--- src/rtl/mem_arb_pkg.sv ---
// Shared types and constants for the two-port SPI SRAM memory arbiter.
package mem_arb_pkg;

  localparam int unsigned ADDR_W           = 24;
  localparam int unsigned DATA_W           = 8;
  localparam int unsigned WAIT_W           = 8;
  localparam int unsigned DEFAULT_MAX_WAIT = 15;

  typedef enum logic [1:0] {
    ARB_IDLE = 2'd0,
    ARB_OWN0 = 2'd1,
    ARB_OWN1 = 2'd2
  } arb_state_t;

  localparam logic [1:0] GRANT_NONE = 2'b00;
  localparam logic [1:0] GRANT_P0   = 2'b01;
  localparam logic [1:0] GRANT_P1   = 2'b10;

  // One requester's view of the memory port.
  typedef struct packed {
    logic [ADDR_W-1:0] addr;
    logic              en;
    logic              wr;
    logic              rburst;
    logic              wburst;
    logic [DATA_W-1:0] wdata;
  } mem_req_t;

endpackage

--- src/rtl/mem_arbiter_6502.sv ---
// Shares the spi_sram_master port between the cache path (port 0) and a second master (port 1),
// holding each grant for a whole burst and always passing through IDLE between owners.
module mem_arbiter_6502
  import mem_arb_pkg::*;
#(
  parameter bit          RR       = 1'b0,
  parameter int unsigned MAX_WAIT = DEFAULT_MAX_WAIT
) (
  input  logic              clk,
  input  logic              rst,
  input  logic [ADDR_W-1:0] p0_addr,
  input  logic              p0_en,
  input  logic              p0_wr,
  input  logic              p0_rburst,
  input  logic              p0_wburst,
  input  logic [DATA_W-1:0] p0_wdata,
  output logic              p0_rdy,
  output logic              p0_rdata_load,
  output logic [DATA_W-1:0] p0_rdata,
  output logic [DATA_W-1:0] p0_rdata0,
  input  logic [ADDR_W-1:0] p1_addr,
  input  logic              p1_en,
  input  logic              p1_wr,
  input  logic              p1_rburst,
  input  logic              p1_wburst,
  input  logic [DATA_W-1:0] p1_wdata,
  output logic              p1_rdy,
  output logic              p1_rdata_load,
  output logic [DATA_W-1:0] p1_rdata,
  output logic [DATA_W-1:0] p1_rdata0,
  output logic [ADDR_W-1:0] mem_addr,
  output logic              mem_en,
  output logic              mem_wr,
  output logic              mem_rburst,
  output logic              mem_wburst,
  output logic [DATA_W-1:0] mem_wdata,
  input  logic              mem_rdy,
  input  logic              mem_rdata_load,
  input  logic [DATA_W-1:0] mem_rdata,
  input  logic [DATA_W-1:0] mem_rdata0,
  output logic [1:0]        grant
);

  localparam logic [WAIT_W-1:0] MAX_WAIT_V = WAIT_W'(MAX_WAIT);

  arb_state_t        state;
  logic [WAIT_W-1:0] wait_cnt;
  logic              last;
  mem_req_t          req0;
  mem_req_t          req1;
  mem_req_t          sel;
  logic              xfer_end;
  logic              p1_wins;

  // Request mux and strobe gating, driven from the registered grant.
  always_comb begin
    req0 = '{addr: p0_addr, en: p0_en, wr: p0_wr, rburst: p0_rburst,
             wburst: p0_wburst, wdata: p0_wdata};
    req1 = '{addr: p1_addr, en: p1_en, wr: p1_wr, rburst: p1_rburst,
             wburst: p1_wburst, wdata: p1_wdata};
    sel           = '0;
    p0_rdy        = 1'b0;
    p0_rdata_load = 1'b0;
    p1_rdy        = 1'b0;
    p1_rdata_load = 1'b0;
    case (grant)
      GRANT_P0: begin
        sel           = req0;
        p0_rdy        = mem_rdy;
        p0_rdata_load = mem_rdata_load;
      end
      GRANT_P1: begin
        sel           = req1;
        p1_rdy        = mem_rdy;
        p1_rdata_load = mem_rdata_load;
      end
      default: ;
    endcase
  end

  assign mem_addr   = sel.addr;
  assign mem_en     = sel.en;
  assign mem_wr     = sel.wr;
  assign mem_rburst = sel.rburst;
  assign mem_wburst = sel.wburst;
  assign mem_wdata  = sel.wdata;

  assign p0_rdata  = mem_rdata;
  assign p0_rdata0 = mem_rdata0;
  assign p1_rdata  = mem_rdata;
  assign p1_rdata0 = mem_rdata0;

  // Transaction ends on the last byte, or early if the owner abandons its request.
  always_comb begin
    xfer_end = (grant != GRANT_NONE) &&
               (!sel.en || (mem_rdy && !(sel.wr ? sel.wburst : sel.rburst)));
    if (RR) p1_wins = p1_en && (!p0_en || !last);
    else    p1_wins = p1_en && (!p0_en || (wait_cnt == MAX_WAIT_V));
  end

  always_ff @(posedge clk or posedge rst) begin
    if (rst) begin
      state    <= ARB_IDLE;
      grant    <= GRANT_NONE;
      wait_cnt <= '0;
      last     <= 1'b1;
    end else begin
      case (state)
        ARB_IDLE: begin
          if (p1_wins) begin
            state <= ARB_OWN1;
            grant <= GRANT_P1;
            last  <= 1'b1;
          end else if (p0_en) begin
            state <= ARB_OWN0;
            grant <= GRANT_P0;
            last  <= 1'b0;
          end
        end
        ARB_OWN0, ARB_OWN1: begin
          if (xfer_end) begin
            state <= ARB_IDLE;
            grant <= GRANT_NONE;
          end
        end
        default: begin
          state <= ARB_IDLE;
          grant <= GRANT_NONE;
        end
      endcase

      // Aging counter only matters in fixed-priority mode.
      if (RR || (state == ARB_IDLE && p1_wins)) begin
        wait_cnt <= '0;
      end else if (p1_en && state != ARB_OWN1 && wait_cnt != MAX_WAIT_V) begin
        wait_cnt <= wait_cnt + WAIT_W'(1);
      end
    end
  end

endmodule
--- config.mk ---
export PLATFORM = sky130hd
export DESIGN_NAME = mem_arbiter_6502
export DESIGN_NICKNAME = d
export VERILOG_FILES = /design/src/rtl/mem_arb_pkg.sv /design/src/rtl/mem_arbiter_6502.sv
export SDC_FILE = /design/constraint.sdc
export NUM_CORES = 1
export LEC_CHECK = 0
export BUFFER_PORTS_ARGS = -buffer_cell sky130_fd_sc_hd__buf_2
export CORE_UTILIZATION = 33
export DETAILED_ROUTE_END_ITERATION = 8
export GPL_TIMING_DRIVEN = 0
export PLACE_DENSITY = 0.81
export SLEW_MARGIN = 20
export SYNTH_ARGS = -nofsm -noshare
export SYNTH_HDL_FRONTEND = slang
export SYNTH_SLANG_ARGS = --single-unit
--- constraint.sdc ---
create_clock -name clk -period 2.25 [get_ports clk]
set_input_delay 0.45 -clock clk [delete_from_list [all_inputs] [get_ports clk]]
set_output_delay 0.45 -clock clk [all_outputs]
set_load 0.02 [all_outputs]
==> results.toml, run 1 <==
[min_path]
min_path_type = "in -> async"

[clock_network]
cts.sinks = 10
clk_transition_reported_paths_ns = 0.05
htreeDepth = 1
hold_buffers = 0
clockBufferDepth = 2
clock-root-buffer = "clkbuf_8"
cts_tree = "done"
clock_latency_ns = 0.24
cts_buffers = 3

[worst_setup_path]
r2r_start = "state[1]"
cp_slowest_cell = "dfrtp_1"
reg2reg_to = "state[0]"
critical_path.max_fanout = 10
cp_top_family = "buffers and inverters"
worstPathRequired_ns = 1.80
reg2regPathDepth = 7
crit_type = "reg -> out"
cp-start-kind = "flop"
crit_top_cell = "buf_4"
crit_chain = "inv_1 > ha_1 > buf_4 > clkbuf_4 > a22oi_1 > nor2_1 > buf_4"
critPathArrivalTime_ns = 1.68
rrSetupSlack_ns = 0.18
end_kind = "output pin"
critPathMaxStageDelay_ns = 0.40
crit_buf_inv = 4

[detailed_routing]
route.vias.total = 1839
drtIter0Drc = 116
drtAntennaViolNets = 0
drc = 0
drt_pass1_iterations = 5
wl_um = 5030
wl_per_cell_um = 13.1
vias_per_cell = 4.80

[outcome]
status = "finished clean"

[global_routing]
antenna_found_initial = 2
grtUsageTotal_pct = 22.3
grt_max_degree = 11
grt_pass1_vias = 1543
grt_overflow = 0
grt_pass1_wl_um = 7290

[synth]
netlist_instances = 181
synth.largest_area_cell = "a22oi_1"
syn_area_um2 = 1320
ys_ff_latch = 10
synth_nets = 277
yosys-top-cells-area = "a22oi_1 (21%), dfrtp_1 (19%), buf_4 (19%)"
yosysUniqueCellTypes = 31
synth_warnings = 0
synth_top_area_share_pct = 20.5
avgSynthCellArea_um2 = 7.27
yosysSeqAreaShare_pct = 19.0

[timing]
finalSetupViolCount = 0
clock_skew_ns = 0.00563
finalCriticalPeriod_ns = 2.13
slew_viol_final = 0
period_share_pct = 94.7
hold_viol_final = 0
max_slew_margin_pct = 74.8
worst_pin_slew_ns = 0.378
fmax_mhz = 469

[flow_run]
cap_violations = 0

[floorplanning]
die_w_um = 65.2
pin_count = 166
core_area_um2 = 3740
die_h_um = 65.2
rows = 22
initial_utilization_pct = 35.2
dieArea_um2 = 4250

[cells_and_area]
final_util_pct = 60.2
layout.area.seq_um2 = 250
fill_cells = 370
drive_gt1_share_pct = 60.2
final_nets = 432
area_growth_pct = 71.1
multi_input_area_um2 = 768

[pwr]
total_power_uw = 2380
power_density_nw_per_um2 = 1060
vdd_drop_max_mv = 0.720
cellLeakagePower_uw = 0.00131

[placed_design]
post-dp-hpwl_um = 4140
port_buffers = 149
gp_congestion = 0.901
-- Yosys cell counts --
cell	count
buf_4	33
and2_1	4
a22oi_1	36
nand3_1	2
buf_2	2
nor4_1	1
or4b_1	1
buf_1	6
inv_1	4
nor2_1	43
a32oi_1	1
nor3_1	2
dfrtp_1	10
a21oi_1	1
nor2b_1	1
and3_1	2
or4_4	1
xor2_1	3
nand2b_1	1
o21ai_1	2
a21boi_0	1
ha_1	4
nand2_1	3
mux2i_1	1
o21ai_0	2
xnor2_1	3
mux2_1	1
clkbuf_1	4
o211ai_1	4
a22o_1	1
mux2_2	1
-- repair_timing --
item | 4_1_cts | 5_1_grt
gates resized for setup | 12 | 28
endpoints found under the hold margin | 0 | 0
buffers inserted | 0 | 1
setup endpoints to repair | 36 | 38
-- cell families (layout without fill, tap and decap cells) --
kind of cell | after synthesis | count (layout) | synth area share (%)
adders and majority gates | 4 | 4 | 3.80
other | 0 | 1 | 0
muxes | 3 | 3 | 2.47
buffers and inverters | 49 | 202 | 23.6
AOI/OAI and AO/OA | 48 | 48 | 26.6
and+or+nand+nor | 61 | 61 | 20.5
DFF | 10 | 10 | 19.0
xor gates and xnor gates | 6 | 6 | 3.99
-- cell usage in the layout, fill, tap and decap left out, types with 2 or more instances in the layout --
cell type / instances
xor2_1: 3
inv_1: 4
buf_4: 38
xnor2_1: 3
o21ai_0: 2
clkbuf_4: 5
o211ai_1: 4
buf_6: 5
nor3_1: 2
ha_1: 3
and3_1: 2
clkbuf_8: 3
dfrtp_1: 10
o21ai_1: 2
and2_1: 4
nand2_1: 3
nor2_1: 43
a22oi_1: 36
buf_2: 147
nand3_1: 2
-- worst reg2reg max path: stages (launching register included) --
cell and delay [ns]:
dfrtp_1 0.40, buf_4 0.16, ha_4 0.17, buf_6 0.14, a22oi_1 0.28, o211ai_1 0.15, a32oi_1 0.30, mux2_2 0.36
-- flip-flops by register name (all words and copies together) (netlist names) --
name and count:
wait_cnt 8, state 2
-- power by group --
part           switching (uW)  total [uW]  internal (uW)
sequential               50.6         281            231
combinational            1140        1910            775
clock                    66.7         184            117
total                    1250        2380           1120
-- through the flow --
step                hold WS [ns]  instances  setup WS [ns]  setup TNS, ns  instance area [um2]
floorplan                  0.290        181          0.142              0                 1320
global placement           0.439        378        -0.0674          -1.36                 2120
detailed placement         0.446        378        -0.0428         -0.873                 2120
CTS                        0.193        381       0.000558              0                 2180
global route               0.231        383       -0.00928        -0.0313                 2250
finish                     0.178        383          0.118              0                 2250
-- layer usage --
metal | GRT usage [%] | wire length [um]
met1 | 28.1 | 2030
met2 | 34.2 | 2230
met5 | 0 | 13
met4 | 4.08 | 49
met3 | 11.3 | 708
-- worst max-delay path by stage --
stage	cells after the start	start	to	slack, ns
finish	7	state[1]	mem_addr[12]	0.12
global route	7	state[1]	mem_addr[6]	-0.009
CTS	7	state[0]	mem_addr[5]	0.0006
detailed placement	7	state[0]	mem_addr[9]	-0.04
global placement	7	state[0]	mem_addr[12]	-0.07
floorplan	6	state[0]	mem_addr[0]	0.14
-- final cells by class --
type,count,share of cell area [%]
antenna,1,0.111
timing repair buffer,150,33.7
sequential,10,11.1
multi-input combinational,122,34.1
buffer,45,15.8
inverter,4,0.667
clock buffer,3,1.83
tap,48,2.67
Power figures use the tool's default switching activity.
==> run 2, diff against run 1 <==
- SETUP_SLACK_MARGIN: unset -> 0.4
==> run 2 against run 1 <==
Compared with the run above:
- combinational power grew 110%
- largest cell class unchanged
- cell count grew 5.0%
- critical path type unchanged
- non-clock buffer count grew 19
- setup slack gained 0.035 ns
- largest power group unchanged
- power grew 88%
- core utilization grew 26 points
- via count grew 15%
- clock-buffer cell count grew 1
- sequential power grew 7%
- critical path depth is the same
- first-iteration DRC count shrank 4.3%
==> results.toml, run 2 (synthesized netlist as in run 1, its figures left out) <==
[min_path]
min_path_type = "in -> async"

[worst_setup_path]
reg2regPathDepth = 7
reg2reg_to = "state[1]"
critPathArrivalTime_ns = 1.65
worstPathRequired_ns = 1.80
r2r_start = "state[0]"
crit_type = "reg -> out"
end_kind = "output pin"
cp-start-kind = "flop"
rrSetupSlack_ns = 0.23
critical_path.max_fanout = 6

[pwr]
vdd_drop_max_mv = 0.998
cellLeakagePower_uw = 0.00153
power.switching_uw = 2100
p_int_uw = 2360
power.share.switching_pct = 47.0
p_seq_share_pct = 6.7
p_comb_share_pct = 89.0
power_density_nw_per_um2 = 1380
p_clk_share_pct = 4.2

[cells_and_area]
final_util_pct = 86.2
area_growth_pct = 145
final_common_cell = "buf_2"
final_nets = 451
fill_cells = 180
stdcell_count = 402
multi_input_area_um2 = 1180
largestRegisters = "wait_cnt x8, state x2"
layout.area.seq_um2 = 253
antenna_cells = 0
top_register = "wait_cnt"
drive_gt1_share_pct = 83.9
fin_area_um2 = 3230
final_cell_mix = "buf_2 (114), buf_4 (54), a22oi_2 (32)"
largest_register_ff_count = 8

[global_routing]
grt_max_degree = 11
grt_overflow = 0
antenna_found_initial = 2
grtUsageTotal_pct = 28.1
grt_pass1_vias = 1931
grt_pass1_wl_um = 9280

[detailed_routing]
wl_um = 7600
route.vias.total = 2122
wl_per_cell_um = 18.9
vias_per_cell = 5.28
drtAntennaViolNets = 0
drc = 0
drt_pass1_iterations = 4
drtIter0Drc = 111

[timing]
period_share_pct = 93.2
slew_viol_final = 0
worst_pin_slew_ns = 0.376
clock_skew_ns = 0.00848
finalCriticalPeriod_ns = 2.10
finalSetupViolCount = 0
rsz0062_at_grt = "yes"
hold_viol_final = 0
fmax_mhz = 477
max_slew_margin_pct = 74.9
fin_tns_setup_ns = 0

[clock_network]
clock_latency_ns = 0.23
cts_buffers = 3
clock-root-buffer = "clkbuf_8"
htreeDepth = 1
cts_tree = "done"
hold_buffers = 0
clk_transition_reported_paths_ns = 0.05
clockBufferDepth = 2
cts.sinks = 10

[flow_run]
cap_violations = 0

[floorplanning]
core_area_um2 = 3740
pin_count = 166
die_w_um = 65.2
die_h_um = 65.2
initial_utilization_pct = 35.2
rows = 22
dieArea_um2 = 4250

[placed_design]
post-dp-hpwl_um = 4180
place_area_um2 = 2350
port_buffers = 149
gp_congestion = 0.868
post-place-cells = 378

[outcome]
status = "finished clean"
run 2: worst max path at each step:
stage / startpoint / depth (start not counted) / to / slack (ns)
3_5_place_dp: state[1] / 7 / mem_addr[1] / 0.21
5_1_grt: state[0] / 7 / mem_wdata[3] / 0.10
3_3_place_gp: state[1] / 7 / mem_addr[1] / 0.25
6_report: state[1] / 7 / mem_wdata[3] / 0.15
2_1_floorplan: state[1] / 6 / mem_addr[0] / 0.38
4_1_cts: state[1] / 7 / mem_addr[1] / 0.20
run 2: area by class of cell:
class	instances	share of cell area, %
Buffer	45	14.9
Clock buffer	4	1.40
Inverter	4	0.698
Multi-Input combinational cell	122	36.7
Sequential cell	10	7.84
Tap cell	48	1.86
Timing Repair Buffer	169	36.6
run 2: power groups by stage:
stage / Clock (uW) / Combinational (uW) / Sequential [uW]
after floorplan: 0 / 1640 / 297
after global placement: 0 / 2170 / 285
after detailed placement: 0 / 2200 / 288
after CTS: 190 / 3170 / 297
after global routing: 203 / 4140 / 305
final: 189 / 3970 / 300
run 2: repair_timing:
item	in CTS	in global routing
pin swaps	17	19
setup endpoints to repair	42	42
gates resized for setup	91	52
gates cloned	2	5
buffers inserted	11	2
run 2: critical path, cell delays in order, from the launching register on:
cell and delay, ns:
dfrtp_2 0.42, inv_4 0.07, ha_4 0.18, buf_12 0.14, clkbuf_8 0.16, a22oi_2 0.24
nor2_4 0.06, buf_6 0.13
run 2: metrics by stage:
stage	total power, uW	hold WS (ns)	worst slack [ns]
global placement	2460	0.436	0.251
detailed placement	2490	0.433	0.215
global route	4650	0.208	0.103
finish	4460	0.179	0.153
floorplan	1940	0.290	0.378
CTS	3650	0.185	0.197
run 2: routing by layer:
layer / global-route usage, % / up-vias / share of wire, % / wire [um]
li1: - / 959 / - / -
met1: 29.6 / 1009 / 34 / 2580
met2: 54.2 / 124 / 55 / 4190
met3: 8.85 / 26 / 7.5 / 570
met4: 5.71 / 4 / 3.1 / 239
met5: 0 / - / 0.32 / 24
